<file path="src/rtl/uart_tx_fifo.sv">
// -----------------------------------------------------------------------------
// uart_tx_fifo
//
// Byte FIFO that feeds a UART transmitter. A producer pushes bytes with a
// valid/ready handshake; a small sequencer pops one byte at a time and hands
// it to the transmitter with a single-cycle write strobe. It then waits for
// the transmitter's busy flag to rise and fall before launching the next
// byte. If busy never rises within BUSY_TIMEOUT cycles, the byte is
// abandoned and timeout_err pulses.
//
// Parameters
//   DEPTH         FIFO depth in bytes (power of two, 4..256)
//   BUSY_TIMEOUT  cycles to wait for uart_tx_busy to rise after a launch
//
// Ports
//   system_clk    in   single clock, rising edge
//   reset         in   synchronous active-high reset
//   s_data        in   [7:0] byte offered by the producer
//   s_valid       in   producer offers s_data this cycle
//   s_ready       out  FIFO can accept a byte this cycle (= !full)
//   uart_din      out  [7:0] byte presented to the transmitter
//   uart_wr_en    out  one-cycle write strobe to the transmitter
//   uart_tx_busy  in   transmitter busy flag
//   count         out  [log2(DEPTH):0] bytes currently stored
//   empty         out  count == 0
//   full          out  count == DEPTH
//   overflow      out  one-cycle pulse: a byte offered while full was dropped
//   timeout_err   out  one-cycle pulse: busy did not rise after a launch
// -----------------------------------------------------------------------------
module uart_tx_fifo #(
  parameter int DEPTH        = 16,
  parameter int BUSY_TIMEOUT = 15
) (
  input  logic                     system_clk,
  input  logic                     reset,
  input  logic [7:0]               s_data,
  input  logic                     s_valid,
  output logic                     s_ready,
  output logic [7:0]               uart_din,
  output logic                     uart_wr_en,
  input  logic                     uart_tx_busy,
  output logic [$clog2(DEPTH):0]   count,
  output logic                     empty,
  output logic                     full,
  output logic                     overflow,
  output logic                     timeout_err
);

  localparam int AW = $clog2(DEPTH);
  // The timeout counter only has to reach BUSY_TIMEOUT-1.
  localparam int TW = (BUSY_TIMEOUT > 1) ? $clog2(BUSY_TIMEOUT) : 1;

  localparam int ONE_I      = 1;
  localparam int TMO_LAST_I = BUSY_TIMEOUT - 1;

  localparam logic [AW-1:0] PTR_ONE  = ONE_I[AW-1:0];
  localparam logic [AW:0]   CNT_ONE  = ONE_I[AW:0];
  localparam logic [AW:0]   CNT_FULL = DEPTH[AW:0];
  localparam logic [TW-1:0] TMO_ONE  = ONE_I[TW-1:0];
  localparam logic [TW-1:0] TMO_LAST = TMO_LAST_I[TW-1:0];

  typedef enum logic [1:0] {
    IDLE      = 2'd0,
    WAIT_BUSY = 2'd1,
    WAIT_DONE = 2'd2
  } state_t;

  state_t        state;
  state_t        state_nxt;

  logic [7:0]    mem [DEPTH];
  logic [AW-1:0] wr_ptr;
  logic [AW-1:0] rd_ptr;
  logic [TW-1:0] tmo_cnt;

  logic          push;
  logic          pop;
  logic          tmo_hit;

  // ---------------------------------------------------------------------------
  // Status flags and push qualification
  // ---------------------------------------------------------------------------
  assign empty   = (count == '0);
  assign full    = (count == CNT_FULL);
  assign s_ready = !full;
  // A pop in the same cycle does not free a slot for this cycle's push:
  // s_ready depends only on the registered count.
  assign push    = s_valid && s_ready;

  // ---------------------------------------------------------------------------
  // FSM: state register
  // ---------------------------------------------------------------------------
  // NOTE: sequential state uses non-blocking (<=) so every flop samples the
  // pre-edge value of every other flop; blocking here would create order-
  // dependent simulation races.
  always_ff @(posedge system_clk) begin
    if (reset) begin
      state <= IDLE;
    end else begin
      state <= state_nxt;
    end
  end

  // ---------------------------------------------------------------------------
  // FSM: output decode (pop = launch cycle, tmo_hit = last cycle of the wait)
  // ---------------------------------------------------------------------------
  // NOTE: every combinational output gets a default before the case so no
  // path leaves it unassigned, which would otherwise infer a latch.
  always_comb begin
    pop     = 1'b0;
    tmo_hit = 1'b0;
    case (state)
      IDLE:      pop     = !empty && !uart_tx_busy;
      WAIT_BUSY: tmo_hit = !uart_tx_busy && (tmo_cnt == TMO_LAST);
      default:   ;
    endcase
  end

  // ---------------------------------------------------------------------------
  // FSM: next-state logic
  // ---------------------------------------------------------------------------
  always_comb begin
    state_nxt = state;
    case (state)
      IDLE: begin
        if (pop) state_nxt = WAIT_BUSY;
      end
      WAIT_BUSY: begin
        if (uart_tx_busy)  state_nxt = WAIT_DONE;
        else if (tmo_hit)  state_nxt = IDLE;   // byte is abandoned, no retry
      end
      WAIT_DONE: begin
        // Returning to IDLE here means the next launch is evaluated in the
        // following cycle at the earliest.
        if (!uart_tx_busy) state_nxt = IDLE;
      end
      default: state_nxt = IDLE;
    endcase
  end

  // ---------------------------------------------------------------------------
  // Storage
  // ---------------------------------------------------------------------------
  // NOTE: the byte array has no reset; its contents are only visible through
  // the pointers and count, which are reset, so clearing it would only cost
  // a reset net on every storage bit.
  always_ff @(posedge system_clk) begin
    if (push && !reset) begin
      mem[wr_ptr] <= s_data;
    end
  end

  // ---------------------------------------------------------------------------
  // Pointers and occupancy; pointers wrap naturally since DEPTH is 2**AW
  // ---------------------------------------------------------------------------
  always_ff @(posedge system_clk) begin
    if (reset) begin
      wr_ptr <= '0;
      rd_ptr <= '0;
      count  <= '0;
    end else begin
      if (push) wr_ptr <= wr_ptr + PTR_ONE;
      if (pop)  rd_ptr <= rd_ptr + PTR_ONE;
      case ({push, pop})
        2'b10:   count <= count + CNT_ONE;
        2'b01:   count <= count - CNT_ONE;
        default: ;  // idle, or push and pop together
      endcase
    end
  end

  // ---------------------------------------------------------------------------
  // Registered outputs and the busy-rise timeout counter
  // ---------------------------------------------------------------------------
  always_ff @(posedge system_clk) begin
    if (reset) begin
      uart_din    <= 8'h00;
      uart_wr_en  <= 1'b0;
      overflow    <= 1'b0;
      timeout_err <= 1'b0;
      tmo_cnt     <= '0;
    end else begin
      // pop is only true in IDLE and IDLE is left on the same edge, so the
      // strobe can never be high on two consecutive cycles.
      uart_wr_en  <= pop;
      overflow    <= s_valid && full;
      timeout_err <= tmo_hit;
      // uart_din only changes on a launch, so it holds until the next one.
      if (pop) begin
        uart_din <= mem[rd_ptr];
      end
      if (pop) begin
        tmo_cnt <= '0;
      end else if ((state == WAIT_BUSY) && !uart_tx_busy && !tmo_hit) begin
        tmo_cnt <= tmo_cnt + TMO_ONE;
      end
    end
  end

endmodule

</file>
<file path="config.mk">
export PLATFORM = sky130hd
export DESIGN_NAME = uart_tx_fifo
export DESIGN_NICKNAME = d
export VERILOG_FILES = /design/src/rtl/uart_tx_fifo.sv
export SDC_FILE = /design/constraint.sdc
export NUM_CORES = 1
export LEC_CHECK = 0
export BUFFER_PORTS_ARGS = -buffer_cell sky130_fd_sc_hd__buf_2
export CAP_MARGIN = 20
export CORE_MARGIN = 10
export CORE_UTILIZATION = 40
export CTS_CLUSTER_SIZE = 25
export DETAILED_ROUTE_END_ITERATION = 16
export GPL_TIMING_DRIVEN = 0
export PLACE_DENSITY = 0.53
export SLEW_MARGIN = 0
export SYNTH_ARGS = -nofsm -noshare
export SYNTH_HDL_FRONTEND = slang
export SYNTH_SLANG_ARGS = --single-unit
</file>
<file path="constraint.sdc">
create_clock -name system_clk -period 3.6 [get_ports system_clk]
set_input_delay 0.36 -clock system_clk [delete_from_list [all_inputs] [get_ports system_clk]]
set_output_delay 0.36 -clock system_clk [all_outputs]
set_load 0.005 [all_outputs]
</file>
==> reports/qor.csv <==
stage,metric,value,unit
outcome,outcome,finished clean,
synthesis,synthFlopType,edfxtp_1,
timing,tightest_slew,1005,ps
min_path,worstHoldEndpoint,state[1]$_SDFFE_PP0P_,
grt,antenna_found_initial,0,
route,wirelength,13.23,mm
critical_path,crit_path_end_kind,register,
run,max-cap-violations,0,
die,ios,31,
synthesis,yosysTopAreaCellShare,60.78,%
cells_and_area,antenna_cells,0,
clock_network,cts_max_level,4,
timing,rsz0062_at_grt,false,
placement,gp_congestion,0.7595,
clock_network,cts_tree,built,
grt,globalRouteOverflowTotal,0,
die,coreArea,0.01537,mm²
synthesis,synthCells,362,
power_and_ir_drop,finalPower,0.004879,W
synthesis,synth_area_leaders,"edfxtp_1 61%, mux4_2 11%, dfxtp_1 9.5%",
clock_network,cts_buffers,17,
critical_path,critPathRequiredTime,3920,ps
route,wire_per_inst,20.74,µm
cells_and_area,syn_to_final_growth,16.94,%
clock_network,clock_path_buffers,2,
clock_network,ctsHoldBuffers,0,
power_and_ir_drop,power_leakage,2.482,nW
timing,fmax,289.4,MHz
critical_path,rr_worst_depth,12,
synthesis,yosys_warnings,0,
grt,grt_usage,13.09,%
synthesis,ys_async_sr_fraction,0,%
synthesis,synth_seq_cells,158,
synthesis,synth_cell_types,39,
synthesis,yosysMostFrequentCell,edfxtp_1,
critical_path,critPathLaunchType,register,
grt,grt_pass1_wl,20.53,mm
die,die_y,145.7,µm
clock_network,cts-root-buf,clkbuf_16,
die,rows,45,
timing,slew_headroom,32.73,%
placement,dp_hpwl,8.694,mm
timing,hold_viol_final,0,
die,die_w,145.7,µm
synthesis,synth_largest_area_cell,edfxtp_1,
min_path,min_from,uart_tx_busy,
clock_network,clk_latency,430,ps
cells_and_area,nNetsFinal,438,
min_path,hold_depth,2,
synthesis,ys_seq_area_share,70.28,%
die,die_area,0.02124,mm²
timing,setup_viol,0,
route,drc_errors,0,
route,vias,3276,
route,drt_first_pass_iters,4,
synthesis,syn_area,0.006324,mm²
clock_network,clk_pin_slew_worst_paths,60,ps
grt,grt_max_degree,17,
synthesis,synth_edf_count,128,
clock_network,cts_sinks,158,
route,ant_nets,0,
critical_path,cp_max_fo,10,
power_and_ir_drop,powerDensity,659.8,mW/mm²
timing,skew,7.146,ps
grt,grt_pass1_vias,3421,
synthesis,syn-num-nets,386,
placement,io_buffers,30,
critical_path,r2r_end,count[4]$_SDFFE_PP0P_,
timing,period_needed,3455,ps
route,viasPerCell,5.135,
timing,tns,0,ps
critical_path,arrival,3770,ps
synthesis,avgSynthCellArea,17.47,µm²
cells_and_area,drive_gt1_share,26.93,%
timing,period_share,95.97,%
critical_path,timing.rr.start,count[0]$_SDFFE_PP0P_,
critical_path,reg2reg_slack,150,ps
critical_path,path_class,register to register,
synthesis,synth_common_cells,"128 x edfxtp_1, 32 x mux4_2, 30 x dfxtp_1, 30 x nor2_1, 17 x mux2i_1",
timing,final_max_slew_viol_count,0,
die,initial_core_util,41.14,%
power_and_ir_drop,ir_worst_vdd,336.3,µV
route,drt-initial-drc-count,233,
min_path,hp-class,input pin to register,
stage by stage:
step / cells / cell area, µm² / hold WS [ps] / util, % / setup slack, ps
2_1_floorplan: 362 / 6324 / 457.6 / - / 481.6
3_3_place_gp: 603 / 6738 / 480.4 / 43.83 / 236.6
3_5_place_dp: 606 / 6780 / 496.1 / 44.11 / 164.7
4_1_cts: 638 / 7391 / 184.3 / 48.08 / 145.0
5_1_grt: 638 / 7395 / 196.9 / 48.11 / 0.3992
6_report: 638 / 7395 / 201.6 / 48.11 / 145.1
routing by layer:
metal,wire length [µm],vias up,GRT usage [%]
met5,0,-,0
met4,204,0,5.106
met3,815,18,4.067
met2,6264,89,19.97
met1,5945,1652,17.04
li1,-,1517,-
cell families after synthesis:
| group | count (synthesis) | share of synthesized area (%) |
|---|---|---|
| flops | 158 | 70.28 |
| simple gates | 79 | 6.549 |
| mux | 50 | 14.27 |
| buf+inv | 31 | 2.236 |
| compound gates | 21 | 2.651 |
| fa+ha+maj | 12 | 2.493 |
| xor+xnor | 11 | 1.524 |
layout by cell type, fill, tap and decap left out, types with 9 or more instances in the layout:
cell,n
edfxtp_1,128
buf_2,36
mux2i_1,17
dfxtp_1,30
ha_1,11
clkbuf_1,9
nand2_1,11
nor2_1,30
inv_1,10
clkbuf_16,17
mux4_2,32
state kept, by name, summed over array words and instances (netlist names):
register     flops
timeout_err      1
tmo_cnt          4
count            5
uart_wr_en       1
rd_ptr           4
uart_din         8
mem            128
state            2
overflow         1
wr_ptr           4
critical path, stage by stage, from the launching register on:
cell and delay (ps):
dfxtp_1 360, or4_4 590, o211ai_2 210, buf_6 190
inv_2 50, buf_6 150, ha_1 240, ha_1 320
nor2b_1 160, o21ai_0 240, a21oi_1 100, or3b_2 450
mux2_2 280
power breakdown:
part	internal (W)	total, W	leakage [nW]	switching [W]
sequential	0.00207	0.00215	1.40	0.0000816
combinational	0.000389	0.000873	0.789	0.000484
clock	0.00110	0.00185	0.296	0.000751
how the worst max path moves through the flow:
| stage | depth (start not counted) | to | slack, ps | startpoint |
|---|---|---|---|---|
| after global routing | 12 | count[4]$_SDFFE_PP0P_ | 0.4 | count[0]$_SDFFE_PP0P_ |
| after detailed placement | 12 | count[4]$_SDFFE_PP0P_ | 160 | count[0]$_SDFFE_PP0P_ |
| final | 12 | count[4]$_SDFFE_PP0P_ | 150 | count[0]$_SDFFE_PP0P_ |
| after CTS | 12 | count[4]$_SDFFE_PP0P_ | 150 | count[0]$_SDFFE_PP0P_ |
| after global placement | 12 | count[4]$_SDFFE_PP0P_ | 240 | count[0]$_SDFFE_PP0P_ |
| after floorplan | 12 | count[4]$_SDFFE_PP0P_ | 480 | count[0]$_SDFFE_PP0P_ |
cell type report:
class                      instances  area (µm²)
sequential                       158        4444
tap                              211       264.0
timing repair buffer              33       177.7
fill                            1324        7976
buffer                            20       100.1
clock buffer                      17       425.4
clock inverter                    15       185.2
inverter                          11       41.29
multi-input combinational        173        1757
what timing repair did:
action,in CTS,in global routing
resized for setup,0,1
setup endpoints to repair,0,1
buffers inserted,0,0
No activity file was read; power rests on OpenSTA's default activity.
